### src/rtl/mem_arbiter_if.sv
// Bundle of the requester-side and memory-side buses around mem_arbiter.
// slave  : the arbiter's view (takes requests and memory read data, drives grants and the memory port)
// master : the view of whoever drives the requests and models the memory
interface mem_arbiter_if #(
    parameter int WIDTH = 8
);
    logic             cpu_req;
    logic [WIDTH-1:0] cpu_adr;
    logic [WIDTH-1:0] cpu_writedata;
    logic             cpu_memwrite;
    logic             cpu_gnt;

    logic             ldr_req;
    logic [WIDTH-1:0] ldr_adr;
    logic [WIDTH-1:0] ldr_writedata;
    logic             ldr_memwrite;
    logic             ldr_gnt;

    logic [WIDTH-1:0] adr;
    logic [WIDTH-1:0] writedata;
    logic             memwrite;
    logic [WIDTH-1:0] memdata;
    logic [WIDTH-1:0] rdata;

    modport slave (
        input  cpu_req, cpu_adr, cpu_writedata, cpu_memwrite,
        input  ldr_req, ldr_adr, ldr_writedata, ldr_memwrite,
        input  memdata,
        output cpu_gnt, ldr_gnt,
        output adr, writedata, memwrite, rdata
    );

    modport master (
        output cpu_req, cpu_adr, cpu_writedata, cpu_memwrite,
        output ldr_req, ldr_adr, ldr_writedata, ldr_memwrite,
        output memdata,
        input  cpu_gnt, ldr_gnt,
        input  adr, writedata, memwrite, rdata
    );
endinterface

### src/rtl/mem_arbiter.sv
// Two-requester arbiter for the single external memory port (MIPS core vs.
// loader/DMA). Registered grants, round-robin tie-break, bounded hold time.
//
// Optional feature: define ARB_FIXED_PRIO_EN to make the loader win every tie
// and to exempt GNT_LDR from the hold limit (bring-up program loading).
//
// state   | meaning
// --------+-------------------------------------------------------------
// IDLE    | nobody owns the port; memory port driven to zero
// GNT_CPU | CPU owns the port; hold_cnt counts cycles the loader waits
// GNT_LDR | loader owns the port; hold_cnt counts cycles the CPU waits
//
// WIDTH must match the WIDTH of the connected mem_arbiter_if instance.
module mem_arbiter #(
    parameter int WIDTH = 8,
    parameter int HOLD  = 4
) (
    input  logic          clk,
    input  logic          reset,
    mem_arbiter_if.slave  bus
);
    localparam int CW = (HOLD > 2) ? $clog2(HOLD) : 1;
    localparam logic [CW-1:0] HOLD_MAX = CW'(HOLD - 1);

    typedef enum logic [1:0] {
        IDLE    = 2'd0,
        GNT_CPU = 2'd1,
        GNT_LDR = 2'd2
    } state_t;

    // last side granted: 0 = CPU, 1 = loader
    localparam logic SIDE_CPU = 1'b0;
    localparam logic SIDE_LDR = 1'b1;

    state_t          state_q;
    state_t          state_d;
    logic [CW-1:0]   hold_cnt_q;
    logic [CW-1:0]   hold_cnt_d;
    logic            last_q;
    logic            cpu_gnt_q;
    logic            ldr_gnt_q;
    logic            tie_to_ldr;

    logic [WIDTH-1:0] adr_mux;
    logic [WIDTH-1:0] writedata_mux;

`ifdef ARB_FIXED_PRIO_EN
    assign tie_to_ldr = 1'b1;
`else
    assign tie_to_ldr = (last_q == SIDE_CPU);
`endif

    // Next-state and hold counter; counter stays 0 on any state change or when nobody waits
    always_comb begin
        state_d    = state_q;
        hold_cnt_d = '0;
        case (state_q)
            IDLE: begin
                if (bus.cpu_req && bus.ldr_req) begin
                    state_d = tie_to_ldr ? GNT_LDR : GNT_CPU;
                end else if (bus.cpu_req) begin
                    state_d = GNT_CPU;
                end else if (bus.ldr_req) begin
                    state_d = GNT_LDR;
                end
            end
            GNT_CPU: begin
                if (!bus.cpu_req) begin
                    state_d = bus.ldr_req ? GNT_LDR : IDLE;
                end else if (bus.ldr_req) begin
                    if (hold_cnt_q == HOLD_MAX) begin
                        state_d = GNT_LDR;
                    end else begin
                        hold_cnt_d = hold_cnt_q + 1'b1;
                    end
                end
            end
            GNT_LDR: begin
                if (!bus.ldr_req) begin
                    state_d = bus.cpu_req ? GNT_CPU : IDLE;
                end else if (bus.cpu_req) begin
`ifdef ARB_FIXED_PRIO_EN
                    // loader is never preempted; counter is not needed here
                    hold_cnt_d = '0;
`else
                    if (hold_cnt_q == HOLD_MAX) begin
                        state_d = GNT_CPU;
                    end else begin
                        hold_cnt_d = hold_cnt_q + 1'b1;
                    end
`endif
                end
            end
            default: begin
                state_d = IDLE;
            end
        endcase
    end

    // State register with grants registered alongside so they come straight from flops
    always_ff @(posedge clk or negedge reset) begin
        if (!reset) begin
            state_q    <= IDLE;
            hold_cnt_q <= '0;
            last_q     <= SIDE_CPU;
            cpu_gnt_q  <= 1'b0;
            ldr_gnt_q  <= 1'b0;
        end else begin
            state_q    <= state_d;
            hold_cnt_q <= hold_cnt_d;
            cpu_gnt_q  <= (state_d == GNT_CPU);
            ldr_gnt_q  <= (state_d == GNT_LDR);
            if (state_d != state_q) begin
                if (state_d == GNT_CPU) begin
                    last_q <= SIDE_CPU;
                end else if (state_d == GNT_LDR) begin
                    last_q <= SIDE_LDR;
                end
            end
        end
    end

    // Memory-port mux; an ungranted side can never reach memory
    always_comb begin
        adr_mux       = '0;
        writedata_mux = '0;
        if (cpu_gnt_q) begin
            adr_mux       = bus.cpu_adr;
            writedata_mux = bus.cpu_writedata;
        end else if (ldr_gnt_q) begin
            adr_mux       = bus.ldr_adr;
            writedata_mux = bus.ldr_writedata;
        end
    end

    assign bus.cpu_gnt   = cpu_gnt_q;
    assign bus.ldr_gnt   = ldr_gnt_q;
    assign bus.adr       = adr_mux;
    assign bus.writedata = writedata_mux;
    assign bus.memwrite  = (bus.cpu_memwrite & cpu_gnt_q) | (bus.ldr_memwrite & ldr_gnt_q);
    assign bus.rdata     = bus.memdata;

endmodule

### src/flat_wrapper.sv
// flat-port wrapper written by rule: the top's interface ports become plain ports
module mem_arbiter_flat 
#(
    parameter int WIDTH = 8,
    parameter int HOLD  = 4
)
  (clk, reset, bus_cpu_req, bus_cpu_adr, bus_cpu_writedata, bus_cpu_memwrite, bus_ldr_req, bus_ldr_adr, bus_ldr_writedata, bus_ldr_memwrite, bus_memdata, bus_cpu_gnt, bus_ldr_gnt, bus_adr, bus_writedata, bus_memwrite, bus_rdata);
  mem_arbiter_if #(.WIDTH(WIDTH)) bus_i ();
  input  logic clk;
  input  logic reset;
  input wire logic [$bits(bus_i.cpu_req)-1:0] bus_cpu_req;
  input wire logic [$bits(bus_i.cpu_adr)-1:0] bus_cpu_adr;
  input wire logic [$bits(bus_i.cpu_writedata)-1:0] bus_cpu_writedata;
  input wire logic [$bits(bus_i.cpu_memwrite)-1:0] bus_cpu_memwrite;
  input wire logic [$bits(bus_i.ldr_req)-1:0] bus_ldr_req;
  input wire logic [$bits(bus_i.ldr_adr)-1:0] bus_ldr_adr;
  input wire logic [$bits(bus_i.ldr_writedata)-1:0] bus_ldr_writedata;
  input wire logic [$bits(bus_i.ldr_memwrite)-1:0] bus_ldr_memwrite;
  input wire logic [$bits(bus_i.memdata)-1:0] bus_memdata;
  output wire logic [$bits(bus_i.cpu_gnt)-1:0] bus_cpu_gnt;
  output wire logic [$bits(bus_i.ldr_gnt)-1:0] bus_ldr_gnt;
  output wire logic [$bits(bus_i.adr)-1:0] bus_adr;
  output wire logic [$bits(bus_i.writedata)-1:0] bus_writedata;
  output wire logic [$bits(bus_i.memwrite)-1:0] bus_memwrite;
  output wire logic [$bits(bus_i.rdata)-1:0] bus_rdata;
  assign bus_i.cpu_req = bus_cpu_req;
  assign bus_i.cpu_adr = bus_cpu_adr;
  assign bus_i.cpu_writedata = bus_cpu_writedata;
  assign bus_i.cpu_memwrite = bus_cpu_memwrite;
  assign bus_i.ldr_req = bus_ldr_req;
  assign bus_i.ldr_adr = bus_ldr_adr;
  assign bus_i.ldr_writedata = bus_ldr_writedata;
  assign bus_i.ldr_memwrite = bus_ldr_memwrite;
  assign bus_i.memdata = bus_memdata;
  assign bus_cpu_gnt = bus_i.cpu_gnt;
  assign bus_ldr_gnt = bus_i.ldr_gnt;
  assign bus_adr = bus_i.adr;
  assign bus_writedata = bus_i.writedata;
  assign bus_memwrite = bus_i.memwrite;
  assign bus_rdata = bus_i.rdata;
  mem_arbiter #(.WIDTH(WIDTH), .HOLD(HOLD)) u_core (.clk(clk), .reset(reset), .bus(bus_i));
endmodule
### config.mk
export PLATFORM = sky130hd
export DESIGN_NAME = mem_arbiter_flat
export DESIGN_NICKNAME = d
export VERILOG_FILES = /design/src/rtl/mem_arbiter_if.sv /design/src/rtl/mem_arbiter.sv /design/src/flat_wrapper.sv
export SDC_FILE = /design/constraint.sdc
export NUM_CORES = 1
export LEC_CHECK = 0
export CORE_AREA = 2 2 52 54
export CTS_CLUSTER_SIZE = 8
export DETAILED_ROUTE_END_ITERATION = 8
export DIE_AREA = 0 0 54 56
export PLACE_DENSITY = 0.91
export SLEW_MARGIN = 20
export SYNTH_ARGS = -nofsm -noshare
export SYNTH_HDL_FRONTEND = slang
export SYNTH_SLANG_ARGS = --single-unit
### constraint.sdc
create_clock -name clk -period 4.8 [get_ports clk]
set_input_delay 0.72 -clock clk [delete_from_list [all_inputs] [get_ports clk]]
set_output_delay 0.72 -clock clk [all_outputs]
set_load 0.02 [all_outputs]
After elaboration in Yosys (flattened, before gate mapping) --
Cells that the tools add are included. Widths: inputs -> output; s select.
Operators by class: divide/modulo/power cells 0, multipliers 0, reductions and logical operators 4, shifts and indexed selects 0, $lt $le $gt $ge 0, bitwise operators 3, muxes and demuxes 25, equal/unequal tests 6, $add $sub $neg 1
Operators by type and width (count):
- $mux 2 | 16
- $mux 8 | 4
- $eq 2x2->1 const B | 3
- $pmux 2 s3 | 1
- $eq 2x1->1 const B | 2
- $pmux 2 s2 | 1
- $mux 1 | 3
- $add 2x1->2 const B | 1
- $and 1x1->1 | 2
- $logic_not 2->1 | 1
- $ne 2x2->1 | 1
- $reduce_and 2->1 | 1
- $reduce_bool 2->1 | 1
- $logic_and 1x1->1 | 1
- $or 1x1->1 | 1
Storage, ports and cells: ROM bits 0, bits in registers 7, bits in latches 0, bits in writable memories 0, word-level logic and storage cells 44, memories 0, output and inout bits 27

Logic depth before layout (Yosys ltp) --
Gate-level depths: netlist of the first run.
depth in word-level cells 8, gate-level depth with buffers 10, depth with buffers taken out 10

Least setup slack after synthesis of the first run --
OpenSTA, ideal clock, no wires.
kind register to output, start point register u_core.cpu_gnt_q, in the netlist u_core.bus.cpu_gnt, end point output bus_adr[3], arrival 1.516 ns, required time 4.080 ns, path buffers 2, stages on the path, launching flop included 5, path slack 2.564 ns, path through dfrtp_1 > clkbuf_1 > nor2b_1 > clkbuf_1 > a22o_1
Between the ends: cells in the longest elaborated chain, start to end 1
RTL lines:
- from (decl) | RTL line mem_arbiter.sv:40 | logic cpu_gnt_q;
- from (signal assigned) | RTL line mem_arbiter.sv:111 | cpu_gnt_q <= (state_d == GNT_CPU);
- $mux 8 | RTL line mem_arbiter.sv:127 | if (cpu_gnt_q) begin
- to (decl) | RTL line flat_wrapper.sv:22 | output wire logic [$bits(bus_i.adr)-1:0] bus_adr;
Every way passes these cells.

Worst setup path in the final report of the first run --
start point register u_core.cpu_gnt_q, in the netlist u_core.bus.cpu_gnt, end point output bus_writedata[2]
Between the ends: cells in the longest elaborated chain, start to end 1
RTL lines:
- $mux 8 | RTL line mem_arbiter.sv:127
- to (decl) | RTL line flat_wrapper.sv:23 | output wire logic [$bits(bus_i.writedata)-1:0] bus_writedata;
Every way passes these cells.

==> results.json, run 1 <==
{
  "cts-buffers-inserted": 3,
  "final_common_cell": "clkdlybuf4s50_1",
  "synth_seq_cells": 7,
  "power_switching_w": 0.000253,
  "drc": 0,
  "slew_viol_final": 0,
  "antenna_found_initial": 0,
  "max_stage_delay_ns": 0.85,
  "core-area_um2": 2430,
  "cts_tree": "built",
  "grt.total_usage": 0.158,
  "holdWs_ns": 0.440,
  "synthTopCellsByArea": "dfrtp_1 (23%), a22o_1 (18%), ha_1 (12%)",
  "synthCells": 85,
  "htree_levels": 1,
  "crit_chain": "nor2b_1 -> a22o_1 -> clkdlybuf4s50_1",
  "met3_usage": 0.0565,
  "die-area_um2": 3020,
  "cts_setup_buffers": 0,
  "arrival_ns": 2.61,
  "post-dp-hpwl_um": 2180,
  "viasPerCell": 5.20,
  "tightest_slew_ns": 0.966,
  "grt_pass1_vias": 790,
  "vdd_ir_drop_max_mv": 0.285,
  "drt-initial-drc-count": 10,
  "firstDrtPassIters": 4,
  "syn_area_per_cell_um2": 8.92,
  "startpoint_type": "flop",
  "fp.dieH_um": 56,
  "place_area_um2": 1270,
  "synth_fp_nets": 138,
  "cts_hold_buf": 0,
  "grt.overflow.total": 0,
  "post-route-worst-setup-slack_ns": 1.47,
  "p_clk_frac": 0.095,
  "root_buffer": "clkbuf_4",
  "relSlewSlack": 0.355,
  "drv_cap": 0,
  "outcome": "finished clean",
  "rsz0062_at_grt": "no",
  "placed_cells": 158,
  "layout_common_cells": "clkdlybuf4s50_1 (56), a22o_1 (16), inv_1 (8)",
  "n_fill_cell": 216,
  "layout.nets": 186,
  "p_comb_frac": 0.707,
  "n_antenna_cell": 0,
  "wirelength_um": 2630,
  "hp-class": "flop to flop",
  "design_area_um2": 1290,
  "grt_busiest_layer": "met2",
  "worst_ep_required_time_ns": 4.08,
  "gp_congestion": 0.711,
  "intPower_w": 0.000321,
  "sw_frac_of_total": 0.441,
  "io_buffer_count": 56,
  "ys_seq_area_frac": 0.231,
  "max_freq_mhz": 301,
  "cts.path.max_buffers": 2,
  "synth_largest_area_cell": "dfrtp_1",
  "clkTransAtPathRegs_ns": 0.05,
  "syn_to_final_growth_pct": 70.8,
  "cts_resized": 0,
  "yosysUniqueCellTypes": 34,
  "num_rows": 18,
  "wl_per_cell_um": 16.2,
  "stdcell_count": 162,
  "hold_viol": 0,
  "layout-drive-gt1-share": 0.0606,
  "ant_nets": 0,
  "crit_path_end_kind": "output pin",
  "clk_latency_ns": 0.26,
  "clock_skew_ns": 0.00529,
  "crit_path_top_delay_cell": "nor2b_1",
  "setup_violations": 0,
  "post-place-ws_ns": 1.77,
  "seqPwrFrac": 0.198,
  "grt_first_pass_wirelength_um": 3530,
  "finalSetupTns_ns": 0,
  "fin_crit_ns": 3.33,
  "clkSinkCount": 7,
  "path_max_fanout": 20,
  "grt_max_degree": 21,
  "use_met2": 0.331,
  "crit_type": "flop to output pin",
  "synth_top_area_frac": 0.231,
  "gr-usage-met1": 0.119,
  "via_count": 843,
  "start_util": 0.312,
  "chipWidth_um": 54,
  "syn-cell-area_um2": 758,
  "synth_warnings": 0,
  "ios": 73,
  "finalCritPeriodShare": 0.693,
  "p_per_area_nw_per_um2": 443,
  "leakage_nw": 0.559
}
==> cell type report <==
class	count	area [um^2]	share of cell area
Inverter	8	30.0	0.0232
Sequential cell	7	175	0.135
Tap cell	30	37.5	0.0290
Timing Repair Buffer	56	561	0.433
Multi-Input combinational cell	57	465	0.359
Clock buffer	4	26.3	0.0203
==> worst max-delay path, delay by kind of cell, from the launching register on <==
kind,cells,cell delay [ns]
compound gates,1,0.29
simple gates,1,0.85
buf+inv,1,0.62
flops,1,0.59
==> flip-flops by register name, summed over array words and instances, names as in the netlist <==
register and count:
u_core.hold_cnt_q 2, u_core.bus.ldr_gnt 1, u_core.state_q 2, u_core.last_q 1, u_core.bus.cpu_gnt 1
==> power groups by stage <==
stage / Combinational, W / Clock [W] / Sequential (W)
2_1_floorplan: 0.000261 / 0 / 0.000100
3_3_place_gp: 0.000396 / 0 / 0.000112
3_5_place_dp: 0.000405 / 0 / 0.000115
4_1_cts: 0.000408 / 0.0000554 / 0.000114
5_1_grt: 0.000439 / 0.0000588 / 0.000118
6_report: 0.000406 / 0.0000545 / 0.000114
==> per-stage QoR <==
stage	utilization	power (W)
floorplan	-	0.000361
global placement	0.522	0.000508
detailed placement	0.522	0.000520
CTS	0.532	0.000577
global route	0.532	0.000616
finish	0.532	0.000574
==> path summary, 6_finish.rpt <==
path	slack, ns	to	startpoint	cells after the start
max	1.47	bus_writedata[2]	u_core.bus.cpu_gnt$_DFF_PN0_	3
min	0.44	u_core.hold_cnt_q[0]$_DFF_PN0_	u_core.hold_cnt_q[0]$_DFF_PN0_	1
max reg2reg	2.55	u_core.last_q$_DFFE_PN0P_	u_core.state_q[0]$_DFF_PN0_	10
min reg2reg	0.44	u_core.hold_cnt_q[0]$_DFF_PN0_	u_core.hold_cnt_q[0]$_DFF_PN0_	1
max in group asynchronous	3.83	u_core.last_q$_DFFE_PN0P_	reset	1
min in group asynchronous	0.72	u_core.bus.cpu_gnt$_DFF_PN0_	reset	1
==> per-layer routing <==
metal | vias up | share of wire | routed length, um
li1 | 398 | - | -
met1 | 396 | 0.31 | 803
met2 | 44 | 0.53 | 1400
met3 | 5 | 0.14 | 376
met4 | 0 | 0.020 | 52
met5 | - | 0 | 0
==> cell usage after synthesis (all sizes together) <==
master and number:
nor2 1, ha 7, o22ai 1, nand2 2, a31o 1, nor3 1
and3 1, clkbuf 3, inv 8, buf 10, nand3b 2, and2 1
a31oi 3, and2b 1, mux2i 1, dfrtp 7, o2111ai 1, nand2b 1
a22o 16, nor2b 1, a211oi 2, o21ai 2, or2 1, a21oi 1
or3 2, a21o 3, a21boi 2, and3b 1, or2b 1, nand3 1
==> logic make-up after synthesis <==
group                      synth area share
AOI/OAI and AO/OA                     0.343
buffers and inverters                 0.155
and+or+nand+nor                       0.142
adders and majority gates             0.116
DFF                                   0.231
muxes                                0.0132
(Power assumes the default switching activity.)
==> run 2, diff against run 1 <==
--- a/config.mk
+++ b/config.mk
@@ -5,11 +5,11 @@
 export SDC_FILE = /design/constraint.sdc
 export NUM_CORES = 1
 export LEC_CHECK = 0
-export CORE_AREA = 2 2 52 54
+export CORE_AREA = 2 2 54 56
 export CTS_CLUSTER_SIZE = 8
 export DETAILED_ROUTE_END_ITERATION = 8
-export DIE_AREA = 0 0 54 56
-export PLACE_DENSITY = 0.91
+export DIE_AREA = 0 0 56 58
+export PLACE_DENSITY = 0.85
 export SLEW_MARGIN = 20
 export SYNTH_ARGS = -nofsm -noshare
 export SYNTH_HDL_FRONTEND = slang
==> constraint.sdc (replaced) <==
create_clock -name clk -period 3.1 [get_ports clk]
set_input_delay 0.465 -clock clk [delete_from_list [all_inputs] [get_ports clk]]
set_output_delay 0.465 -clock clk [all_outputs]
set_load 0.02 [all_outputs]
==> run 2 against run 1 <==
Net effect: global-route usage is 0.42 points lower; critical path depth rose by 1; combinational power grew 56%; clock power grew 61%; count of clock-buffer cells in the layout unchanged; sequential share of layout area down 0.091 points; power grew 57%; core utilization decreased by 4.3 points; critical path type unchanged; final cell count up 1.2%.
==> results.json, run 2 (synthesized netlist as in run 1, its figures left out) <==
{
  "max_stage_delay_ns": 0.61,
  "finalSetupTns_ns": 0,
  "slew_viol_final": 0,
  "ant_nets": 0,
  "cts_hold_buf": 0,
  "outcome": "finished clean",
  "wirelength_um": 2460,
  "post-place-ws_ns": 0.467,
  "holdPathEnd": "u_core.hold_cnt_q[0]$_DFF_PN0_",
  "vdd_ir_drop_max_mv": 0.360,
  "gr-usage-met1": 0.151,
  "cts_setup_buffers": 0,
  "worst_ep_required_time_ns": 2.63,
  "clock_skew_ns": 0.00377,
  "startpoint_type": "flop",
  "via_count": 826,
  "clkSinkCount": 7,
  "arrival_ns": 2.34,
  "met3_usage": 0.0335,
  "hp-class": "flop to flop",
  "layout_common_cells": "clkdlybuf4s50_1 (56), a22o_1 (16), inv_1 (8)",
  "root_buffer": "clkbuf_4",
  "wl_per_cell_um": 15.0,
  "crit_type": "flop to output pin",
  "grt.overflow.total": 0,
  "setup_violations": 0,
  "hold_start": "u_core.hold_cnt_q[0]$_DFF_PN0_",
  "leakage_nw": 0.564,
  "layout-drive-gt1-share": 0.0677,
  "holdWs_ns": 0.445,
  "fp.dieH_um": 58,
  "core-area_um2": 2660,
  "clkTransAtPathRegs_ns": 0.05,
  "grt_max_degree": 21,
  "cts-buffers-inserted": 3,
  "hold_viol": 0,
  "final_common_cell": "clkdlybuf4s50_1",
  "cts.path.max_buffers": 2,
  "post-dp-hpwl_um": 2030,
  "path_max_fanout": 20,
  "reg2reg_depth": 9,
  "fin_crit_ns": 2.81,
  "regToRegSetupSlack_ns": 0.81,
  "p_per_area_nw_per_um2": 691,
  "crit_chain": "nor2b_1 -> buf_4 -> a22o_1 -> clkdlybuf4s50_1",
  "total_power_w": 0.000901,
  "layout.nets": 187,
  "holdPathStages": 1,
  "chipWidth_um": 56,
  "r2r_start": "u_core.state_q[0]$_DFF_PN0_",
  "seqPwrFrac": 0.199,
  "grt_pass1_vias": 806,
  "finalCritPeriodShare": 0.906,
  "drt-initial-drc-count": 27,
  "reg.largest.list": "u_core.hold_cnt_q x2, u_core.state_q x2",
  "io_buffer_count": 56,
  "grt_busiest_layer": "met2",
  "ios": 73,
  "cts_resized": 0,
  "r2r_end": "u_core.last_q$_DFFE_PN0P_",
  "htree_levels": 1,
  "die-area_um2": 3250,
  "crit_path_top_delay_cell": "dfrtp_1",
  "p_comb_frac": 0.704,
  "tightest_slew_ns": 0.627,
  "antenna_found_initial": 0,
  "intPower_w": 0.000504,
  "n_fill_cell": 250,
  "use_met2": 0.297,
  "grt.total_usage": 0.154,
  "place_area_um2": 1280,
  "start_util": 0.285,
  "num_rows": 19,
  "p_clk_frac": 0.097,
  "crit_path_end_kind": "output pin",
  "syn_to_final_growth_pct": 71.9,
  "drc": 0,
  "relSlewSlack": 0.582,
  "power_switching_w": 0.000397,
  "drv_cap": 0,
  "max_freq_mhz": 356,
  "n_antenna_cell": 0,
  "grt_first_pass_wirelength_um": 3900,
  "post-route-worst-setup-slack_ns": 0.291,
  "sw_frac_of_total": 0.441,
  "cts_tree": "built",
  "design_area_um2": 1300,
  "viasPerCell": 5.04,
  "gp_congestion": 0.791,
  "clk_latency_ns": 0.26,
  "firstDrtPassIters": 4,
  "rsz0062_at_grt": "no"
}
## run 2: cell count changes in the layout (fill, tap and decap cells not counted), sizes merged
cell  change
buf       +1
## run 2: worst max-delay path by stage
stage	from	endpoint	slack [ns]	cells past startpoint
finish	u_core.bus.cpu_gnt$_DFF_PN0_	bus_adr[6]	0.29	4
CTS	u_core.bus.cpu_gnt$_DFF_PN0_	bus_adr[6]	0.29	4
global route	u_core.bus.cpu_gnt$_DFF_PN0_	bus_adr[6]	0.16	4
global placement	bus_ldr_req	u_core.last_q$_DFFE_PN0P_	0.59	8
floorplan	u_core.state_q[0]$_DFF_PN0_	u_core.last_q$_DFFE_PN0P_	1.06	9
detailed placement	bus_ldr_req	u_core.last_q$_DFFE_PN0P_	0.47	8
## run 2: critical path, delay by kind of cell, from the launching register on
family	cells	cell delay, ns
AOI/OAI and AO/OA	1	0.15
buffers and inverters	2	0.86
DFF	1	0.61
and+or+nand+nor	1	0.47
## run 2: final cells by class
type	count	area, um^2	area share
clock buffers	4	26.3	0.0202
multi-input cells	57	465	0.357
well taps	31	38.8	0.0298
inverters	8	30.0	0.0230
repair buffers	57	568	0.436
flip-flops and latches	7	175	0.134
## run 2: layer usage
metal	routed length, um	vias up
met5	0	-
li1	-	399
met3	212	5
met4	53	0
met2	1330	44
met1	864	378
## run 2: power by group through the flow
stage	registers, W	clock network, W	logic [W]
4_1_cts	0.000178	0.0000895	0.000637
3_3_place_gp	0.000174	0	0.000616
3_5_place_dp	0.000180	0	0.000634
5_1_grt	0.000186	0.0000928	0.000684
6_report	0.000179	0.0000877	0.000634
2_1_floorplan	0.000156	0	0.000403
## run 2: stage by stage
stage / std cells / utilization
after floorplan: 85 / -
after global placement: 160 / 0.480
after detailed placement: 160 / 0.480
after CTS: 164 / 0.490
after global routing: 164 / 0.490
final: 164 / 0.490
==> RTL change 1 (settings of run 2) <==
Build with the macro `ARB_FIXED_PRIO_EN` defined.
--- a/src/rtl/mem_arbiter.sv
+++ b/src/rtl/mem_arbiter.sv
@@ -13,2 +13,4 @@
 // WIDTH must match the WIDTH of the connected mem_arbiter_if instance.
+`define ARB_FIXED_PRIO_EN
+
 module mem_arbiter #(
Formal check against the unedited RTL: not equivalent (a bounded check fails within 4 cycles, from zero or initial values and one cycle with reset low).
==> RTL change 1 against run 2 <==
  * Synthesized cell count is 42% lower
  * Utilization decreased by 10 points
  * Worst setup slack gained 0.27 ns
  * Total power is 63% lower
  * Clock skew is 0.00081 ns higher
  * Die area unchanged
  * Highest routed layer unchanged
  * Largest cell class unchanged
  * Synthesized area is 34% lower
  * Count of clock-buffer cells in the layout is 1 lower
  * Routed wire length down 23%
  * Largest power group unchanged
  * Design area down 21%
  * Sequential cell count decreased by 1
  * Fmax increased by 11%
  * Sequential power shrank 48%
==> RTL change 1: results (changes against run 2) <==
STA
  – Hold Fails Final Rpt: 0 (unchanged)
  – Worst Clk Skew: 0.00458 ns (+0.000809 ns)
  – Worst slew pin tran: 0.634 ns (+0.00630 ns)

Critical path
  – FF-to-FF path depth: 3 (-6)
  – R2r endpoint: u_core.bus.cpu_gnt
  – Setup crit end: bus_adr[3]
  – Reg-to-reg setup timing slack: 1.93 ns (+1.12 ns)
  – Arrival time worst endpoint: 2.07 ns (-0.27 ns)

Global routing
  – Met1 GRT Util: 12.8% (-2.3 points)
  – First-pass GRT wire length: 3.03 mm (-22%)
  – M3 GR Usage: 8.48% (+5.1 points)
  – Vias in the first global route: 615 (-24%)
  – GRT Overall Usage: 12.3% (-3.1 points)

Route
  – Routed vias/inst: 4.65 (-7.7%)
  – Drt pass-1 iters: 2 (-2)
  – M1 wire length: 729 um (-16%)
  – WL/cell: 14.8 um (-1.2%)
  – DR iter-0 viols: 39 (+44%)
  – Routed via count: 595 (-28%)
  – Met2 WL: 884 um (-34%)

Placed design
  – Final Wtd Congestion: 0.847 (+7.1%)
  – HPWL Detailed: 1.61 mm (-21%)
  – Placed cell areas: 1010 um2 (-21%)
  – Number of port buffers: 56 (unchanged)

Power and ir drop
  – Net Sw Power: 0.102 mW (-74%)
  – Leak pwr: 0.429 nW (-24%)

Run status
  – Outcome: finished clean

Logic synthesis
  – Synth top area cells: dfrtp_1 (30%), a22o_2 (20%), buf_4 (12%)
  – Adder-cell share of the synthesized area: 2.49% (-9.1 points)
  – Synth cell count leaders: a22o_2 (10), buf_4 (8), a22o_1 (6), dfrtp_1 (6), nand2_1 (3)
  – Distinct cells, synth: 17 (-50%)
  – Post-Syn Nets: 96 (-30%)
  – Cell count after synthesis: 49 (-42%)
  – Compound-Gate Fraction of Synth Area: 38.9% (+4.6 points)

Layout
  – Fraction of layout cells with a size suffix above 1: 14.4% (+7.7 points)
  – Final net count: 146 (-22%)

Clock network
  – Clock Latency Late Sink: 0.24 ns (-0.02 ns)
==> RTL change 1: per-stage QoR <==
step	power [mW]	worst slack [ns]
4_1_cts	0.338	0.564
3_3_place_gp	0.262	0.804
6_report	0.333	0.562
2_1_floorplan	0.182	1.36
3_5_place_dp	0.265	0.797
5_1_grt	0.355	0.452
==> RTL change 1: power by group through the flow <==
stage / Combinational [mW] / Sequential, mW / Clock [mW]
floorplan: 0.0913 / 0.0910 / 0
global route: 0.179 / 0.0945 / 0.0813
finish: 0.170 / 0.0933 / 0.0694
detailed placement: 0.171 / 0.0942 / 0
global placement: 0.169 / 0.0933 / 0
CTS: 0.171 / 0.0931 / 0.0745
==> RTL change 1: area by class of cell <==
class	instances	area (um2)	area share [%]
Timing Repair Buffer	56	561	54.1
Multi-Input combinational cell	30	256	24.8
Sequential cell	6	150	14.5
Tap cell	31	38.8	3.74
Clock buffer	3	22.5	2.17
Inverter	2	7.51	0.725
==> RTL change 1: worst min-delay path by stage <==
stage                          from                    to  slack, ns  depth (start not counted)
6_report       u_core.hold_cnt_q[0]  u_core.hold_cnt_q[0]       0.44                          1
5_1_grt        u_core.hold_cnt_q[0]  u_core.hold_cnt_q[0]       0.47                          1
4_1_cts        u_core.hold_cnt_q[0]  u_core.hold_cnt_q[0]       0.44                          1
3_5_place_dp   u_core.hold_cnt_q[0]  u_core.hold_cnt_q[0]       0.43                          1
3_3_place_gp   u_core.hold_cnt_q[0]  u_core.hold_cnt_q[0]       0.42                          1
2_1_floorplan                 reset    u_core.bus.cpu_gnt       0.17                          0
==> RTL change 1: critical path, cell delays in order (launching register included) <==
cell and delay (ns):
dfrtp_1 0.61, nor2b_4 0.40, a22o_2 0.21, clkdlybuf4s50_1 0.61
==> RTL change 2 (flow settings as in run 2) <==
Without the edit above. The 3 states of `state_t` get a one-hot encoding in 3 bits.
--- a/src/rtl/mem_arbiter.sv
+++ b/src/rtl/mem_arbiter.sv
@@ -24,6 +24,6 @@
 
-    typedef enum logic [1:0] {
-        IDLE    = 2'd0,
-        GNT_CPU = 2'd1,
-        GNT_LDR = 2'd2
+    typedef enum logic [2:0] {
+        IDLE    = 3'b001,
+        GNT_CPU = 3'b010,
+        GNT_LDR = 3'b100
     } state_t;
Function: no difference found for any inputs over 10 cycles, from zero or initial values and one cycle with reset low; not proved beyond that.
==> RTL change 2 against run 2 <==
  * Worst setup slack gained 0.22 ns
  * Design area shrank 5.7%
  * Total power rose by 23%
  * Combinational power rose by 28%
  * Non-clock buffer count unchanged
  * Sequential cell count rose by 1
  * Routed wire length increased by 0.41%
  * Synthesized area shrank 11%
  * Utilization is 2.8 points lower
==> RTL change 2: results (changes against run 2) <==
Layout
  – Multi-In Gates: 53 (-7.0%)
  – Multi-input gate area: 384 um2 (-17%)
  – Buffering overhead: 46.2% (+2.6 points)
  – Top flop regs: u_core.state_q: 3 flops, u_core.hold_cnt_q: 2 flops
  – Fraction of layout cells with a size suffix above 1: 8.00% (+1.2 points)

Global routing
  – GRT Overall Usage: 14.7% (-0.68 points)
  – First-pass GRT wire length: 3.67 mm (-5.8%)
  – Vias in the first global route: 763 (-5.3%)

Logic synthesis
  – Post-synthesis xor/xnor area fraction: 1.30% (+1.3 points)
  – Avg Cell Area, Syn: 8.89 um2 (-0.34%)
  – Post-Syn Nets: 123 (-11%)
  – Register area share after synthesis: 29.8% (+6.7 points)
  – Compound-Gate Fraction of Synth Area: 37.2% (+2.9 points)

STA
  – Min Hold Slack: 0.448 ns (+0.00244 ns)
  – Slew headroom: 62.3% (+4.2 points)
  – Worst Clk Skew: 0.00433 ns (+0.000556 ns)

Placed design
  – HPWL Detailed: 2.06 mm (+1.5%)
  – Placed cell areas: 1200 um2 (-5.8%)
  – Placed cells: 152 (-5.0%)

Power and ir drop
  – Leak pwr: 0.486 nW (-14%)
  – P_clk: 0.0905 mW (+3.2%)
  – Int Pwr: 0.617 mW (+23%)
  – Seq pwr: 0.207 mW (+16%)

Route
  – Routed vias/inst: 5.06 (+0.42%)
  – Routed via count: 789 (-4.5%)

Run status
  – Outcome: finished clean

Critical path
  – Reg-to-reg setup timing slack: 1.74 ns (+0.93 ns)
[RTL change 2: routing by layer]
layer | vias to the layer above | GRT usage, % | share of wire (%) | wire (um)
met4 | 0 | 3.06 | 0.81 | 20
met5 | - | 0 | 0 | 0
li1 | 370 | - | - | -
met2 | 54 | 28.6 | 53 | 1320
met3 | 2 | 3.79 | 8.7 | 216
met1 | 363 | 16.0 | 37 | 916
[RTL change 2: path summary, 6_finish.rpt]
| check | start | end | cells past startpoint |
|---|---|---|---|
| min | u_core.hold_cnt_q[0] | u_core.hold_cnt_q[0] | 1 |
| max in group asynchronous | reset | u_core.state_q[0] | 1 |
| max | u_core.bus.cpu_gnt | bus_writedata[7] | 4 |
| max reg2reg | u_core.hold_cnt_q[0] | u_core.last_q | 5 |
| min reg2reg | u_core.hold_cnt_q[0] | u_core.hold_cnt_q[0] | 1 |
| min in group asynchronous | reset | u_core.state_q[2] | 1 |
